<file path="config.mk">
export PLATFORM = sky130hd
export DESIGN_NAME = road_bg_scroller_flat
export DESIGN_NICKNAME = d
export VERILOG_FILES = /design/src/rtl/road_pkg.sv /design/src/rtl/road_bg_scroller_if.sv /design/src/rtl/road_bg_scroller_lane_mark_gen.sv /design/src/rtl/road_bg_scroller.sv /design/src/flat_wrapper.sv
export SDC_FILE = /design/constraint.sdc
export NUM_CORES = 1
export LEC_CHECK = 0
export CAP_MARGIN = 20
export CELL_PAD_IN_SITES_DETAIL_PLACEMENT = 1
export CELL_PAD_IN_SITES_GLOBAL_PLACEMENT = 1
export CORE_MARGIN = 5
export CORE_UTILIZATION = 40
export CTS_CLUSTER_SIZE = 20
export DETAILED_ROUTE_END_ITERATION = 7
export DONT_BUFFER_PORTS = 1
export GPL_TIMING_DRIVEN = 0
export PLACE_DENSITY = 0.68
export RECOVER_POWER = 50
export SLEW_MARGIN = 20
export SYNTH_ARGS = -nofsm -noshare
export SYNTH_HDL_FRONTEND = slang
export SYNTH_SLANG_ARGS = --single-unit
export TNS_END_PERCENT = 100
</file>
<file path="constraint.sdc">
create_clock -name clk -period 5.8 [get_ports clk]
set_input_delay 1.16 -clock clk [delete_from_list [all_inputs] [get_ports clk]]
set_output_delay 1.16 -clock clk [all_outputs]
set_load 0.05 [all_outputs]
</file>
<file path="src/rtl/road_pkg.sv">
// Shared types and constants for the scrolling road background.
package road_pkg;

  localparam int COORD_W     = 11;
  localparam int FRAME_W_DEF = 640;
  localparam int FRAME_H_DEF = 480;

  typedef enum logic [1:0] {
    LVL0 = 2'd0,
    LVL1 = 2'd1,
    LVL2 = 2'd2,
    LVL3 = 2'd3
  } level_t;

  typedef enum logic {
    ST_IDLE  = 1'b0,
    ST_FLASH = 1'b1
  } flash_state_t;

  typedef struct packed {
    logic [7:0] grass;
    logic [7:0] road;
    logic [7:0] mark;
  } palette_t;

  localparam palette_t PAL_L0 = '{grass: 8'h1C, road: 8'h49, mark: 8'hFF};
  localparam palette_t PAL_L1 = '{grass: 8'hF4, road: 8'h6D, mark: 8'hFC};
  localparam palette_t PAL_L2 = '{grass: 8'hFF, road: 8'h92, mark: 8'h03};
  localparam palette_t PAL_L3 = '{grass: 8'h10, road: 8'h24, mark: 8'hE0};

  function automatic palette_t get_palette(input level_t lvl);
    palette_t p;
    case (lvl)
      LVL0:    p = PAL_L0;
      LVL1:    p = PAL_L1;
      LVL2:    p = PAL_L2;
      LVL3:    p = PAL_L3;
      default: p = PAL_L0;
    endcase
    return p;
  endfunction

endpackage

</file>
<file path="src/rtl/road_bg_scroller_if.sv">
// Pixel-stream bundle: scan position and frame controls in, colour and status out.
interface road_bg_scroller_if;
  import road_pkg::*;

  logic [COORD_W-1:0] pixelX;
  logic [COORD_W-1:0] pixelY;
  logic               startOfFrame;
  logic [1:0]         levelSel;
  logic [3:0]         speed;
  logic               pause;
  logic [7:0]         BG_RGB;
  logic               boardersDrawReq;
  logic               flashActive;

  modport master (
    output pixelX, pixelY, startOfFrame, levelSel, speed, pause,
    input  BG_RGB, boardersDrawReq, flashActive
  );

  modport slave (
    input  pixelX, pixelY, startOfFrame, levelSel, speed, pause,
    output BG_RGB, boardersDrawReq, flashActive
  );
endinterface

</file>
<file path="src/rtl/road_bg_scroller_lane_mark_gen.sv">
// Combinational marking detector: solid road edge lines plus dashed lane
// dividers gated by the scrolled stripe phase.
module lane_mark_gen
  import road_pkg::*;
#(
  parameter int ROAD_LEFT  = 64,
  parameter int ROAD_RIGHT = 480,
  parameter int NUM_LANES  = 3,
  parameter int MARK_W     = 4,
  parameter int STRIPE_LEN = 32,
  parameter int PH_W       = 6
) (
  input  logic [COORD_W-1:0] i_pixelX,
  input  logic [PH_W-1:0]    i_phase,
  output logic               o_isMark
);

  localparam int LW   = (ROAD_RIGHT - ROAD_LEFT + 1) / NUM_LANES;
  localparam int HALF = MARK_W / 2;

  logic w_edge;
  logic w_lane;
  logic w_stripe_on;

  // Classify the column: inside an edge line, or within HALF of a lane boundary.
  always_comb begin
    int px;
    int dx;
    px     = int'(i_pixelX);
    w_edge = ((px >= ROAD_LEFT) && (px < ROAD_LEFT + MARK_W)) ||
             ((px <= ROAD_RIGHT) && (px > ROAD_RIGHT - MARK_W));
    w_lane = 1'b0;
    for (int k = 1; k < NUM_LANES; k++) begin
      dx = px - (ROAD_LEFT + k * LW);
      if ((dx > -HALF) && (dx < HALF)) begin
        w_lane = 1'b1;
      end
    end
  end

  assign w_stripe_on = (int'(i_phase) < STRIPE_LEN);
  assign o_isMark    = w_edge || (w_lane && w_stripe_on);

endmodule

</file>
<file path="src/rtl/road_bg_scroller.sv">
// Road background generator: grass/road/marking colouring with vertical
// stripe scrolling, per-level palettes and a blinking level-change flash.
module road_bg_scroller
  import road_pkg::*;
#(
  parameter int ROAD_LEFT     = 64,
  parameter int ROAD_RIGHT    = 480,
  parameter int FRAME_W       = FRAME_W_DEF,
  parameter int FRAME_H       = FRAME_H_DEF,
  parameter int NUM_LANES     = 3,
  parameter int MARK_W        = 4,
  parameter int STRIPE_PERIOD = 64,
  parameter int STRIPE_LEN    = 32,
  parameter int FLASH_FRAMES  = 30
) (
  input  logic               clk,
  input  logic               resetN,
  road_bg_scroller_if.slave  bus
);

  localparam int PH_W  = (STRIPE_PERIOD > 1) ? $clog2(STRIPE_PERIOD) : 1;
  localparam int CNT_W = ($clog2(FLASH_FRAMES) < 3) ? 3 : $clog2(FLASH_FRAMES);

  localparam logic [CNT_W-1:0]   CNT_LOAD = CNT_W'(FLASH_FRAMES - 1);
  localparam logic [COORD_W-1:0] FW       = COORD_W'(FRAME_W);
  localparam logic [COORD_W-1:0] FH       = COORD_W'(FRAME_H);
  localparam logic [COORD_W-1:0] RL       = COORD_W'(ROAD_LEFT);
  localparam logic [COORD_W-1:0] RR       = COORD_W'(ROAD_RIGHT);

  flash_state_t     r_state;
  flash_state_t     w_state_nxt;
  logic [CNT_W-1:0] r_cnt;
  logic [CNT_W-1:0] w_cnt_nxt;
  level_t           r_level;
  level_t           w_level_nxt;
  level_t           w_level_req;
  logic [PH_W-1:0]  r_scroll;

  logic [PH_W-1:0]  w_phase;
  logic             w_isMark;
  logic             w_invert;
  palette_t         w_pal;
  logic [7:0]       w_bg_p0;
  logic             w_req_p0;
  logic [7:0]       r_bg_p1;
  logic             r_req_p1;

  assign w_level_req = level_t'(bus.levelSel);

  // Stripe offset advances by speed once per frame unless paused.
  always_ff @(posedge clk) begin
    if (!resetN) begin
      r_scroll <= '0;
    end else if (bus.startOfFrame && !bus.pause) begin
      r_scroll <= r_scroll + PH_W'(bus.speed);
    end
  end

  // Flash FSM, frame counter and active level registers.
  always_ff @(posedge clk) begin
    if (!resetN) begin
      r_state <= ST_IDLE;
      r_cnt   <= '0;
      r_level <= LVL0;
    end else begin
      r_state <= w_state_nxt;
      r_cnt   <= w_cnt_nxt;
      r_level <= w_level_nxt;
    end
  end

  // Next-state logic: all changes happen only at the start of a frame.
  always_comb begin
    w_state_nxt = r_state;
    w_cnt_nxt   = r_cnt;
    w_level_nxt = r_level;
    if (bus.startOfFrame) begin
      w_level_nxt = w_level_req;
      case (r_state)
        ST_IDLE: begin
          if (w_level_req != r_level) begin
            w_state_nxt = ST_FLASH;
            w_cnt_nxt   = CNT_LOAD;
          end
        end
        ST_FLASH: begin
          if (w_level_req != r_level) begin
            w_cnt_nxt = CNT_LOAD;
          end else if (r_cnt == '0) begin
            w_state_nxt = ST_IDLE;
          end else begin
            w_cnt_nxt = r_cnt - 1'b1;
          end
        end
        default: begin
          w_state_nxt = ST_IDLE;
          w_cnt_nxt   = '0;
        end
      endcase
    end
  end

  assign w_invert = (r_state == ST_FLASH) && r_cnt[2];
  assign w_phase  = PH_W'(bus.pixelY) - r_scroll;

  lane_mark_gen #(
    .ROAD_LEFT  (ROAD_LEFT),
    .ROAD_RIGHT (ROAD_RIGHT),
    .NUM_LANES  (NUM_LANES),
    .MARK_W     (MARK_W),
    .STRIPE_LEN (STRIPE_LEN),
    .PH_W       (PH_W)
  ) u_lane_mark_gen (
    .i_pixelX (bus.pixelX),
    .i_phase  (w_phase),
    .o_isMark (w_isMark)
  );

  // Pixel colour and collision flag for the current scan position.
  always_comb begin
    w_pal    = get_palette(r_level);
    w_bg_p0  = 8'h00;
    w_req_p0 = 1'b0;
    if ((bus.pixelX >= FW) || (bus.pixelY >= FH)) begin
      w_bg_p0  = 8'h00;
      w_req_p0 = 1'b0;
    end else if ((bus.pixelX < RL) || (bus.pixelX > RR)) begin
      w_bg_p0  = w_invert ? ~w_pal.grass : w_pal.grass;
      w_req_p0 = 1'b1;
    end else if (w_isMark) begin
      w_bg_p0  = w_pal.mark;
    end else begin
      w_bg_p0  = w_invert ? ~w_pal.road : w_pal.road;
    end
  end

  // p0 -> p1: register the colour one cycle after the pixel position.
  always_ff @(posedge clk) begin
    if (!resetN) begin
      r_bg_p1  <= 8'h00;
      r_req_p1 <= 1'b0;
    end else begin
      r_bg_p1  <= w_bg_p0;
      r_req_p1 <= w_req_p0;
    end
  end

  assign bus.BG_RGB          = r_bg_p1;
  assign bus.boardersDrawReq = r_req_p1;
  assign bus.flashActive     = (r_state == ST_FLASH);

endmodule
</file>
<file path="src/flat_wrapper.sv">
// flat-port wrapper written by rule: the top's interface ports become plain ports
module road_bg_scroller_flat import road_pkg::*;
#(
  parameter int ROAD_LEFT     = 64,
  parameter int ROAD_RIGHT    = 480,
  parameter int FRAME_W       = FRAME_W_DEF,
  parameter int FRAME_H       = FRAME_H_DEF,
  parameter int NUM_LANES     = 3,
  parameter int MARK_W        = 4,
  parameter int STRIPE_PERIOD = 64,
  parameter int STRIPE_LEN    = 32,
  parameter int FLASH_FRAMES  = 30
)
  (clk, resetN, bus_pixelX, bus_pixelY, bus_startOfFrame, bus_levelSel, bus_speed, bus_pause, bus_BG_RGB, bus_boardersDrawReq, bus_flashActive);
  road_bg_scroller_if bus_i ();
  input  logic clk;
  input  logic resetN;
  input wire logic [$bits(bus_i.pixelX)-1:0] bus_pixelX;
  input wire logic [$bits(bus_i.pixelY)-1:0] bus_pixelY;
  input wire logic [$bits(bus_i.startOfFrame)-1:0] bus_startOfFrame;
  input wire logic [$bits(bus_i.levelSel)-1:0] bus_levelSel;
  input wire logic [$bits(bus_i.speed)-1:0] bus_speed;
  input wire logic [$bits(bus_i.pause)-1:0] bus_pause;
  output wire logic [$bits(bus_i.BG_RGB)-1:0] bus_BG_RGB;
  output wire logic [$bits(bus_i.boardersDrawReq)-1:0] bus_boardersDrawReq;
  output wire logic [$bits(bus_i.flashActive)-1:0] bus_flashActive;
  assign bus_i.pixelX = bus_pixelX;
  assign bus_i.pixelY = bus_pixelY;
  assign bus_i.startOfFrame = bus_startOfFrame;
  assign bus_i.levelSel = bus_levelSel;
  assign bus_i.speed = bus_speed;
  assign bus_i.pause = bus_pause;
  assign bus_BG_RGB = bus_i.BG_RGB;
  assign bus_boardersDrawReq = bus_i.boardersDrawReq;
  assign bus_flashActive = bus_i.flashActive;
  road_bg_scroller #(.ROAD_LEFT(ROAD_LEFT), .ROAD_RIGHT(ROAD_RIGHT), .FRAME_W(FRAME_W), .FRAME_H(FRAME_H), .NUM_LANES(NUM_LANES), .MARK_W(MARK_W), .STRIPE_PERIOD(STRIPE_PERIOD), .STRIPE_LEN(STRIPE_LEN), .FLASH_FRAMES(FLASH_FRAMES)) u_core (.clk(clk), .resetN(resetN), .bus(bus_i));
endmodule
</file>
==> results_dict.tcl <==
set metrics [dict create \
    antenna_found_initial 0 \
    synthArstFlopShare_pct 0 \
    ys.warnings.count 0 \
    root_buffer "clkbuf_8" \
    synth_top_area_share_pct 20.9 \
    ys_seq_area_share_pct 20.9 \
    end_kind "register" \
    synthFlopType "dfxtp_1" \
    crit-reg2reg-capture "u_core.bus.BG_RGB[3]" \
    cp.required_ps 5970 \
    dr.pass1.iters 4 \
    num-fill-cells 707 \
    cp_top_family "simple AND/OR/NAND/NOR gates" \
    grt_overflow_total 0 \
    maxSlewHeadroom_pct 30.5 \
    setup_viol_count_final 0 \
    finalWorstPathRequiredPeriod_ps 3560 \
    drc 0 \
    grt_pass1_vias 1990 \
    critPathMaxStageDelay_ps 520 \
    combPwrFrac_pct 28.0 \
    pwr-share-seq_pct 46.2 \
    drive_above_1_share_pct 7.47 \
    p_clk_share_pct 25.9 \
    syn2layout_area_growth_pct 6.19 \
    grt_max_degree 14 \
    worstPathArrival_ps 3740 \
    antenna_left 0 \
    cts.hold.buffers_added 0 \
    cts_max_path_buffers 2 \
    p_int_mw 0.258 \
    sw_frac_of_total_pct 32.7 \
    crit_path_end "u_core.bus.BG_RGB[3]" \
    worst_pin_slew_ps 1030 \
    clk_latency_ps 270 \
    h-tree-depth 1 \
    fin_nets 336 \
    clock_skew_ps 10.7 \
    post_cts_buffers 0 \
    cp_max_fo 10 \
    ff2ff_setup_slack_ps 3430 \
    cts_buffers 3 \
    initial_core_util_pct 40.5 \
    synth.area.top_cells "dfxtp_1 21%, ha_1 12%, xor2_1 4.8%" \
    cp-start-kind "input port" \
    core_area_mm2 0.00544 \
    critPathBufInv 0 \
    dp_hpwl_um 4550 \
    synthesis.nets 331 \
    hold_path.class "register to register" \
    chipWidth_um 84.2 \
    cts_tree "done" \
    io_pins 42 \
    cts_resized 0 \
    p_switching_mw 0.126 \
    viasPerCell 5.62 \
    ir_worst_vdd_mv 0.0865 \
    cts_sinks 23 \
    whs_ps 498 \
    fin_crit_sh_pct 61.5 \
    grt_use_total_pct 16.4 \
    maxCapViolCount 0 \
    reg2reg_from "u_core.r_scroll[1]" \
    synth_cells 277 \
    cp_slowest_cell "or4b_1" \
    path_depth 9 \
    place_inst 349 \
    multi_input_area_mm2 0.00163 \
    fmax_mhz 281 \
    portBuffers 0 \
    power_leakage_nw 0.941 \
    synth-edff-count 0 \
    synth_seq_cells 23 \
    yosysUniqueCellTypes 62 \
    rsz0062_at_grt "false" \
    globalplace.congestion 0.814 \
    syn_area_mm2 0.00220 \
    wl_per_cell_um 16.0 \
    reg2regPathDepth 9 \
    synth.largest_area_cell "dfxtp_1" \
    fin_setup_tns_ps 0 \
    via_count 1985 \
    crit_start "bus_pixelX[1]" \
    finalHoldViolations 0 \
    power_mw 0.384 \
    clk_pin_slew_ps 90 \
    regArea_um2 460 \
    rows 27 \
    die_area_mm2 0.00709 \
    criticalPathCategory "input port to register" \
    die_y_um 84.2 \
    diodes 0 \
    slew_violations 0 \
    power_density_mw_per_mm2 164 \
    syn_area_per_cell_um2 7.95 \
    grt_pass1_wl_um 9840 \
    drtIter0Drc 64 \
    fin_cells 353 \
    crit_chain "ha_1, or4b_1, or4_1, a21oi_1, o311a_1, a311oi_2, a21oi_2, mux2_1, a211oi_1" \
    status "complete, no violations" \
    finalWirelength_um 5660 \
]
## through the flow
step	utilization (%)	setup slack, ps	cell area [µm²]
finish	43.0	2240	2340
global route	43.0	2090	2340
CTS	43.0	2220	2340
detailed placement	42.2	1940	2290
global placement	42.2	1990	2290
floorplan	-	2300	2200
## state kept, by name (all words and copies together), names as in the netlist
signal                      flops
u_core.r_scroll                 6
u_core.bus.flashActive          1
u_core.r_cnt                    5
u_core.bus.boardersDrawReq      1
u_core.r_level                  2
u_core.bus.BG_RGB               8
## worst min-delay path, stage by stage, from the launching register on
cell      delay [ps]
dfxtp_1          340
nand2_1           50
a21boi_0          60
## cell families (layout without fill, tap and decap cells)
| kind of cell | Yosys count | count (layout) | share of synthesized area (%) |
|---|---|---|---|
| DFF | 23 | 23 | 20.9 |
| and+or+nand+nor | 103 | 103 | 24.6 |
| adders and majority gates | 22 | 22 | 12.8 |
| AOI/OAI and AO/OA | 70 | 70 | 23.7 |
| buffers and inverters | 29 | 33 | 5.34 |
| xor gates and xnor gates | 20 | 20 | 7.95 |
| muxes | 10 | 10 | 4.66 |
## cells in the mapped netlist, types with 5 or more instances
cell and n:
a31oi_1 6, nand4_1 5, nor2b_1 8, xor2_1 12
nand2_1 26, ha_1 21, dfxtp_1 23, inv_1 18
mux2i_1 8, o21ai_0 8, nor2_1 21, xnor2_1 8
nor3_1 5, nand2b_1 8, a21oi_1 13
## final cells by class
type	count	share of cell area (%)
Tap cell	72	3.85
Buffer	10	1.98
Clock buffer	3	1.76
Multi-Input combinational cell	225	69.5
Clock inverter	1	0.214
Inverter	19	3.05
Sequential cell	23	19.7
## worst min-delay path by stage
stage / from / endpoint / slack (ps) / depth (start not counted)
global route: u_core.r_cnt[1] / u_core.r_cnt[1] / 550 / 2
global placement: u_core.r_cnt[1] / u_core.r_cnt[1] / 470 / 2
CTS: u_core.r_cnt[1] / u_core.r_cnt[1] / 500 / 2
floorplan: u_core.r_cnt[1] / u_core.r_cnt[1] / 450 / 2
detailed placement: u_core.r_cnt[1] / u_core.r_cnt[1] / 490 / 2
finish: u_core.r_cnt[1] / u_core.r_cnt[1] / 500 / 2
## power by group through the flow
stage	sequential, mW	clock, mW	combinational (mW)
after global routing	0.179	0.113	0.123
after CTS	0.178	0.106	0.109
after floorplan	0.179	0	0.0872
final	0.177	0.0995	0.107
after detailed placement	0.181	0	0.108
after global placement	0.181	0	0.105
## cell usage in the layout, fill, tap and decap left out, types with 3 or more instances in the layout
cell type / n
o21ai_0: 8
xnor2_1: 8
nand4_1: 5
o22ai_1: 3
nand3_1: 4
nor3_1: 5
mux2i_1: 8
ha_1: 21
o211a_1: 3
a21oi_1: 13
a211oi_1: 4
a31oi_1: 6
xor2_1: 12
and2_1: 3
clkbuf_8: 3
dfxtp_1: 23
nand2_1: 26
nand2b_1: 8
buf_2: 4
nor2b_1: 8
clkbuf_1: 4
o311a_1: 4
inv_1: 18
and3_1: 4
nor2_1: 21
a21o_1: 4
## metal layers
metal  up-vias  share of wire (%)  track usage (%)
met3         2                5.4             3.43
met2        40                 46             26.9
met5         -                  0                0
li1       1002                  -                -
met1       941                 49             22.7
met4         0               0.34             1.75
Note: power is estimated with default switching activity, not from simulation.
